## src/rtl/pipe_stage_handshake_reg.sv

```systemverilog
// pipe_stage_handshake_reg
// Generic valid/ready pipeline stage register with flush, bubble load on
// empty and a saturating head-entry stall counter.
// Optional feature macro: PIPE_STAGE_SKID_EN
//   defined   -> 2-entry skid buffer, o_ready comes straight from a flop
//   undefined -> single head register, o_ready = !o_valid | i_ready
module pipe_stage_handshake_reg #(
  parameter int                 WIDTH        = 32,
  parameter logic [WIDTH-1:0]   RST_VALUE    = {WIDTH{1'b0}},
  parameter logic [WIDTH-1:0]   BUBBLE_VALUE = {WIDTH{1'b0}},
  parameter int                 CNT_W        = 8
) (
  input  logic             clk,
  input  logic             reset,
  input  logic             i_valid,
  output logic             o_ready,
  input  logic [WIDTH-1:0] i_data,
  input  logic             i_flush,
  output logic             o_valid,
  input  logic             i_ready,
  output logic [WIDTH-1:0] o_data,
  output logic [CNT_W-1:0] o_stall_cnt
);

  localparam logic [CNT_W-1:0] CNT_MAX = {CNT_W{1'b1}};

  logic acc;
  logic pop;

  // Incoming data is dropped whenever a flush is requested.
  assign acc = i_valid & o_ready & ~i_flush;
  assign pop = o_valid & i_ready;

`ifdef PIPE_STAGE_SKID_EN

  typedef enum logic [1:0] {
    ST_EMPTY = 2'd0,
    ST_ONE   = 2'd1,
    ST_TWO   = 2'd2
  } state_t;

  state_t           state;
  logic             s_valid;
  logic [WIDTH-1:0] s_data;

  // Ready is only the inverse of the skid-occupied flop, so it never
  // depends on i_ready within the same cycle.
  assign o_ready = ~s_valid;

  // Three-state occupancy machine owning the head (M) and skid (S) registers.
  always_ff @(posedge clk or posedge reset) begin
    if (reset) begin
      state   <= ST_EMPTY;
      o_valid <= 1'b0;
      o_data  <= RST_VALUE;
      s_valid <= 1'b0;
      s_data  <= {WIDTH{1'b0}};
    end else if (i_flush) begin
      state   <= ST_EMPTY;
      o_valid <= 1'b0;
      o_data  <= BUBBLE_VALUE;
      s_valid <= 1'b0;
      s_data  <= {WIDTH{1'b0}};
    end else begin
      case (state)
        ST_EMPTY: begin
          if (acc) begin
            state   <= ST_ONE;
            o_valid <= 1'b1;
            o_data  <= i_data;
          end
        end
        ST_ONE: begin
          if (acc && pop) begin
            o_data <= i_data;
          end else if (acc) begin
            state   <= ST_TWO;
            s_valid <= 1'b1;
            s_data  <= i_data;
          end else if (pop) begin
            state   <= ST_EMPTY;
            o_valid <= 1'b0;
            o_data  <= BUBBLE_VALUE;
          end
        end
        ST_TWO: begin
          if (pop) begin
            state   <= ST_ONE;
            o_data  <= s_data;
            s_valid <= 1'b0;
            s_data  <= {WIDTH{1'b0}};
          end
        end
        default: begin
          state   <= ST_EMPTY;
          o_valid <= 1'b0;
          o_data  <= BUBBLE_VALUE;
          s_valid <= 1'b0;
          s_data  <= {WIDTH{1'b0}};
        end
      endcase
    end
  end

`else

  typedef enum logic {
    ST_EMPTY = 1'b0,
    ST_ONE   = 1'b1
  } state_t;

  state_t state;

  // Without a skid slot the stage can take new data whenever the head is
  // empty or leaving this cycle, which makes ready combinational on i_ready.
  assign o_ready = ~o_valid | i_ready;

  // Two-state machine owning the single head register.
  always_ff @(posedge clk or posedge reset) begin
    if (reset) begin
      state   <= ST_EMPTY;
      o_valid <= 1'b0;
      o_data  <= RST_VALUE;
    end else if (i_flush) begin
      state   <= ST_EMPTY;
      o_valid <= 1'b0;
      o_data  <= BUBBLE_VALUE;
    end else if (state == ST_EMPTY) begin
      if (acc) begin
        state   <= ST_ONE;
        o_valid <= 1'b1;
        o_data  <= i_data;
      end
    end else begin
      if (acc) begin
        o_data <= i_data;
      end else if (pop) begin
        state   <= ST_EMPTY;
        o_valid <= 1'b0;
        o_data  <= BUBBLE_VALUE;
      end
    end
  end

`endif

  // Saturating count of consecutive stalled cycles for the current head;
  // any pop (including a refill from the skid slot) restarts it at zero.
  always_ff @(posedge clk or posedge reset) begin
    if (reset) begin
      o_stall_cnt <= {CNT_W{1'b0}};
    end else if (i_flush || pop) begin
      o_stall_cnt <= {CNT_W{1'b0}};
    end else if (o_valid && !i_ready && (o_stall_cnt != CNT_MAX)) begin
      o_stall_cnt <= o_stall_cnt + 1'b1;
    end
  end

endmodule

```

## config.mk

```make
export PLATFORM = sky130hd
export DESIGN_NAME = pipe_stage_handshake_reg
export DESIGN_NICKNAME = d
export VERILOG_FILES = /design/src/rtl/pipe_stage_handshake_reg.sv
export SDC_FILE = /design/constraint.sdc
export NUM_CORES = 1
export LEC_CHECK = 0
export CAP_MARGIN = 25
export CORE_MARGIN = 2
export CORE_UTILIZATION = 40
export CTS_BUF_LIST = sky130_fd_sc_hd__clkbuf_4 sky130_fd_sc_hd__clkbuf_8 sky130_fd_sc_hd__clkbuf_16
export CTS_CLUSTER_DIAMETER = 200
export DETAILED_ROUTE_END_ITERATION = 16
export PLACE_DENSITY = 0.75
export SYNTH_ARGS = -nofsm -noshare
export SYNTH_HDL_FRONTEND = slang
export SYNTH_SLANG_ARGS = --single-unit
```

## constraint.sdc

```tcl
create_clock -name clk -period 1.6 [get_ports clk]
set_input_delay 0.24 -clock clk [delete_from_list [all_inputs] [get_ports clk]]
set_output_delay 0.24 -clock clk [all_outputs]
set_load 0.1 [all_outputs]
```

## Word-level counts from Yosys, hierarchy flattened

Index checks and enable logic that the tools add are counted.

| operators by class | value |
|---|---|
| bitwise gates (word level) | 6 |
| multiplexer cells | 17 |
| add/subtract/negate cells | 1 |
| equal/unequal tests | 2 |
| reductions and logical operators | 9 |

Operators with widths:

| kind | number |
|---|---|
| $mux W32 | 5 |
| $mux W8 | 2 |
| $mux W1 | 10 |
| $add A8 B1 Y8 const B | 1 |
| $ne A8 B8 Y1 const B | 1 |
| $reduce_bool A3 Y1 | 2 |
| $and A1 B1 Y1 | 3 |
| $ne A3 B3 Y1 const B | 1 |
| $reduce_and A3 Y1 | 1 |
| $logic_and A1 B1 Y1 | 2 |
| $not A1 Y1 | 2 |
| $reduce_and A2 Y1 | 1 |
| $reduce_bool A2 Y1 | 1 |
| $logic_not A1 Y1 | 1 |
| $logic_or A1 B1 Y1 | 1 |
| $or A1 B1 Y1 | 1 |

| storage, ports and cells | value |
|---|---|
| register bits | 42 |
| output and inout bits | 42 |
| bits of input ports | 37 |
| word-level logic and storage cells | 39 |

## Logic depth before layout (Yosys ltp)

| depth | value |
|---|---|
| word-level depth | 7 |
| gate-level depth with buffers | 5 |
| mapped depth without buffers | 5 |

## Least setup slack after synthesis

Ideal clock, no wire load.

| timing | value |
|---|---|
| path type | reg2reg |
| start | register o_valid |
| end | register o_stall_cnt[5] |
| path buffers | 0 |
| period minus slack after synthesis | 2.195 ns |
| required time | 1.523 ns |
| arrival time | 2.118 ns |
| library setup time | 0.077 ns |
| setup slack | -0.595 ns |
| stages on the path, launching flop included | 5 |
| cell sequence | dfrtp_1 -> and2b_2 -> nand4_4 -> or4_1 -> a21oi_1 |

| on the way | value |
|---|---|
| word-level cells in the longest chain between the ends | 3 |
| elaborated cells on any way between the ends | 6 |
| those cells by class | mux (1); bitwise (1); reduce/logical (4) |

RTL lines:

| item | line | RTL |
|---|---|---|
| start, declared | 19 | `output logic o_valid,` |
| start signal, assigned | 122 | `o_valid <= 1'b0;` |
| start signal, assigned | 126 | `o_valid <= 1'b0;` |
| start signal, assigned | 131 | `o_valid <= 1'b1;` |
| $and A1 B1 Y1 / $logic_and A1 B1 Y1 (equally long branches) | 32, 154 |  |
| $logic_or A1 B1 Y1 / $logic_and A1 B1 Y1 (equally long branches) | 152, 154 |  |
| $mux W8 / $reduce_bool A2 Y1 (equally long branches) | - |  |
| end signal, assigned | 151 | `o_stall_cnt <= {CNT_W{1'b0}};` |
| end signal, assigned | 153 | `o_stall_cnt <= {CNT_W{1'b0}};` |
| end signal, assigned | 155 | `o_stall_cnt <= o_stall_cnt + 1'b1;` |
| end, declared | 22 | `output logic [CNT_W-1:0] o_stall_cnt` |

Several ways; a longest one is shown, not always the timed one.
A chain may end at the register's enable or synchronous reset.

## Worst setup path after layout

| timing | value |
|---|---|
| start | register o_valid |
| end | output port o_ready |

| on the way | value |
|---|---|
| word-level cells in the longest chain between the ends | 2 |

RTL lines:

| item | line | RTL |
|---|---|---|
| $not A1 Y1 | 116 | `assign o_ready = ~o_valid \| i_ready;` |
| $or A1 B1 Y1 | 116 |  |
| end, declared | 16 | `output logic o_ready,` |

No other way between the ends.

==> impl_results.html <==
<table>
<tr><th>Metric</th><th>Value</th></tr>
<tr><th colspan="2">Detailed routing</th></tr>
<tr><td>Remaining routing DRC violations</td><td>0</td></tr>
<tr><td>Routed vias</td><td>1454</td></tr>
<tr><td>Routed wire per std cell</td><td>17.7 um</td></tr>
<tr><td>TritonRoute pass-1 iters</td><td>4</td></tr>
<tr><td>Total Wirelength</td><td>4790 um</td></tr>
<tr><td>Via density per instance</td><td>5.37</td></tr>
<tr><td>Number of design-rule violations left by the first detailed-router iteration</td><td>64</td></tr>
<tr><td>Antenna viol nets, final</td><td>0</td></tr>
<tr><th colspan="2">CTS</th></tr>
<tr><td>Deepest level of the CTS H-tree</td><td>2</td></tr>
<tr><td>Hold buffers post-CTS</td><td>0</td></tr>
<tr><td>Number of buffers on the longest clock path</td><td>2</td></tr>
<tr><td>Clock tree from TritonCTS</td><td>done</td></tr>
<tr><td>Clock buffer count from CTS</td><td>5</td></tr>
<tr><td>Clock latency on the worst-skew pair</td><td>0.29 ns</td></tr>
<tr><td>Clock Sinks</td><td>42</td></tr>
<tr><td>Root Buffer Master</td><td>clkbuf_8</td></tr>
<tr><td>Clock slew seen by the registers of the worst setup and hold paths</td><td>0.07 ns</td></tr>
<tr><th colspan="2">Worst setup path</th></tr>
<tr><td>FF-to-FF Start</td><td>o_stall_cnt[0]</td></tr>
<tr><td>Internal reg-to-reg setup slack</td><td>0.01 ns</td></tr>
<tr><td>Startpoint type of the worst setup path</td><td>flop</td></tr>
<tr><td>Worst endpoint data arrival time</td><td>1.36 ns</td></tr>
<tr><td>Type of the worst setup path</td><td>reg2out</td></tr>
<tr><td>Reg-to-reg endpoint</td><td>o_stall_cnt[5]</td></tr>
<tr><td>Max FO, Critical Path</td><td>5</td></tr>
<tr><td>Largest stage delay on the critical path</td><td>0.49 ns</td></tr>
<tr><td>Critical path, cell by cell</td><td>and2b_2, buf_6, inv_4, buf_12</td></tr>
<tr><td>Worst-case reg-to-reg path depth</td><td>5</td></tr>
<tr><td>Slowest library cell on the worst path</td><td>dfrtp_4</td></tr>
<tr><td>Data required, critical path</td><td>1.36 ns</td></tr>
<tr><td>CP endpoint kind</td><td>output pin</td></tr>
<tr><th colspan="2">Layout</th></tr>
<tr><td>Fin nets</td><td>258</td></tr>
<tr><td>Utilization after layout</td><td>80.5%</td></tr>
<tr><td>Proportion of layout cells with a drive suffix above 1</td><td>38.5%</td></tr>
<tr><td>Area growth from synthesis to layout</td><td>93.1%</td></tr>
<tr><td>Count of inserted antenna diode cells</td><td>0</td></tr>
<tr><th colspan="2">Logic synthesis</th></tr>
<tr><td>Total of warnings raised by yosys</td><td>0</td></tr>
<tr><td>Post-synth top area cell</td><td>dfrtp_1</td></tr>
<tr><td>Area fraction of the dominant cell type after synthesis</td><td>63.0%</td></tr>
<tr><td>Asr flop ratio synth</td><td>100%</td></tr>
<tr><td>Most instantiated library cell after synthesis</td><td>dfrtp_1</td></tr>
<tr><td>Flip-flop and latch count after synthesis</td><td>42</td></tr>
<tr><td>Post-synth EDFFs</td><td>0</td></tr>
<tr><td>Synth unique cells</td><td>31</td></tr>
<tr><td>Synthesized netlist net count</td><td>164</td></tr>
<tr><td>Commonest register cell after synthesis</td><td>dfrtp_1</td></tr>
<tr><td>Sequential-to-total area share from yosys stat</td><td>63.0%</td></tr>
<tr><td>Synthesized cell area</td><td>1670 um2</td></tr>
<tr><td>Ranking of synthesized cells by area</td><td>dfrtp_1 63%, a22o_1 17%, a21oi_1 1.8%, buf_2 1.8%, nor2_1 1.4%</td></tr>
<tr><td>Most common library cells after synthesis</td><td>42 x dfrtp_1, 32 x a22o_1, 6 x a21oi_1, 6 x buf_2, 6 x nor2_1</td></tr>
<tr><td>Post-Synthesis Mean Instance Area</td><td>13.2 um2</td></tr>
<tr><td>Gate count after technology mapping</td><td>126</td></tr>
<tr><th colspan="2">Flow run</th></tr>
<tr><td>Max cap viols</td><td>0</td></tr>
<tr><th colspan="2">Placement</th></tr>
<tr><td>Routability cong.</td><td>0.861</td></tr>
<tr><td>Count of buffers from port buffering</td><td>78</td></tr>
<tr><td>Detail Placement HPWL</td><td>3560 um</td></tr>
<tr><th colspan="2">Global routing</th></tr>
<tr><td>All-Layer GR Usage</td><td>21.8%</td></tr>
<tr><td>Number of antenna violations at the first check in global routing</td><td>0</td></tr>
<tr><td>Maximum number of pins on one net before global-route repair</td><td>43</td></tr>
<tr><td>Grt total ovfl</td><td>0</td></tr>
<tr><td>Number of global-route vias before repair</td><td>1542</td></tr>
<tr><td>First-pass GRT wire length</td><td>7500 um</td></tr>
<tr><th colspan="2">Timing</th></tr>
<tr><td>Number of failing setup endpoints in the final timing report</td><td>1</td></tr>
<tr><td>Clock period minus worst slack</td><td>1.60 ns</td></tr>
<tr><td>Fmax achieved</td><td>624 MHz</td></tr>
<tr><td>Setup repair after global routing missed its margin</td><td>true</td></tr>
<tr><td>Transition time at the pin with the least slew margin</td><td>0.409 ns</td></tr>
<tr><td>Slack of the critical path</td><td>-0.00137 ns</td></tr>
<tr><td>Final count of hold timing violations</td><td>0</td></tr>
<tr><td>Headroom to the max-slew limit</td><td>72.0%</td></tr>
<tr><td>Worst Clk Skew</td><td>0.00602 ns</td></tr>
<tr><td>Max Transition Viols Final</td><td>0</td></tr>
<tr><td>Tcrit/Tclk final</td><td>100%</td></tr>
<tr><th colspan="2">Pwr</th></tr>
<tr><td>Max IR drop VDD</td><td>0.000778 V</td></tr>
<tr><td>Leak Pwr</td><td>1.43 nW</td></tr>
<tr><td>Power density over the cells</td><td>882 nW/um2</td></tr>
<tr><td>Power, Total</td><td>2.84 mW</td></tr>
<tr><th colspan="2">Outcome</th></tr>
<tr><td>Failing checks</td><td>setup timing</td></tr>
<tr><td>Status</td><td>finished, violations left</td></tr>
<tr><th colspan="2">Die</th></tr>
<tr><td>Die extent in y</td><td>68.6 um</td></tr>
<tr><td>Horizontal extent of the die</td><td>68.6 um</td></tr>
<tr><td>Std-Cell Core Area</td><td>4000 um2</td></tr>
<tr><td>Die Footprint</td><td>4700 um2</td></tr>
<tr><td>Starting Density</td><td>41.7%</td></tr>
<tr><td># rows</td><td>23</td></tr>
<tr><td>IO Pins</td><td>79</td></tr>
<tr><th colspan="2">Min path</th></tr>
<tr><td>Class of the worst hold path</td><td>in2async</td></tr>
</table>
-- worst max-delay path by stage --
stage	from	to	slack [ns]	depth (start not counted)
3_5_place_dp	i_ready	o_stall_cnt[3]	-0.37	7
5_1_grt	o_valid	o_ready	-0.04	4
2_1_floorplan	o_valid	o_ready	-0.16	2
3_3_place_gp	i_ready	o_data[9]	-0.60	5
4_1_cts	o_valid	o_ready	-0.02	4
6_report	o_valid	o_ready	-0.001	4
-- flip-flops by register name, summed over array words and instances, names as in the netlist --
register	count
o_data	32
o_stall_cnt	8
o_valid	1
state	1
-- layout by cell type, fill, tap and decap left out, types with 2 or more instances in the layout --
cell type / count
a21oi_1: 4
a21oi_2: 2
a22o_1: 32
buf_12: 44
buf_4: 10
buf_6: 2
clkbuf_4: 3
clkbuf_8: 5
clkdlybuf4s50_1: 35
dfrtp_1: 33
dfrtp_2: 2
dfrtp_4: 7
inv_1: 4
mux2i_1: 2
nor2_1: 4
o21ai_0: 3
xor2_1: 2
-- report_power, final --
part	internal, mW	leakage (nW)	switching [mW]
Sequential	1.12	0.548	0.0642
Combinational	0.388	0.835	0.578
Clock	0.361	0.0498	0.330
-- metal layers --
metal,vias to the layer above,global-route usage [%],wire (um)
li1,665,-,-
met1,731,27.4,1890
met2,54,37.3,2600
met3,4,6.17,274
met4,0,5.25,29
met5,-,0,0
-- logic make-up after synthesis --
| logic type | count (synthesis) | synth area share [%] |
|---|---|---|
| compound gates | 49 | 23.5 |
| flops | 42 | 63.0 |
| simple gates | 19 | 7.58 |
| buf+inv | 11 | 2.93 |
| xor+xnor | 2 | 1.05 |
| mux | 2 | 1.20 |
| fa+ha+maj | 1 | 0.750 |
-- worst max-delay path: cells and delay by family, from the launching register on --
family	cells	cell delay [ns]
buffers and inverters	3	0.35
DFF	1	0.49
and+or+nand+nor	1	0.23
-- final cells by class --
cell class / instances / area (um2)
Timing Repair Buffer: 93 / 1370
Inverter: 5 / 21.3
Clock buffer: 8 / 91.3
Fill cell: 232 / 779
Sequential cell: 42 / 1080
Tap cell: 50 / 62.6
Multi-Input combinational cell: 73 / 601
-- timing repair --
action	4_1_cts	5_1_grt
endpoints found under the hold margin	0	0
buffers inserted	0	2
resized for setup	6	5
setup endpoints to repair	24	26
pin swaps	0	9
-- metrics by stage --
stage          cell area, um2  instances  TNS (ns)  setup WS, ns  hold WS, ns
2_1_floorplan            1700        126    -0.347        -0.161        0.302
3_3_place_gp             3050        260    -19.73        -0.597        0.554
3_5_place_dp             3080        261     -9.63        -0.372        0.557
4_1_cts                  3190        269   -0.0216       -0.0187        0.311
5_1_grt                  3220        271    -0.628       -0.0428        0.359
6_report                 3220        271  -0.00137      -0.00137        0.309
(Power assumes the default switching activity.)
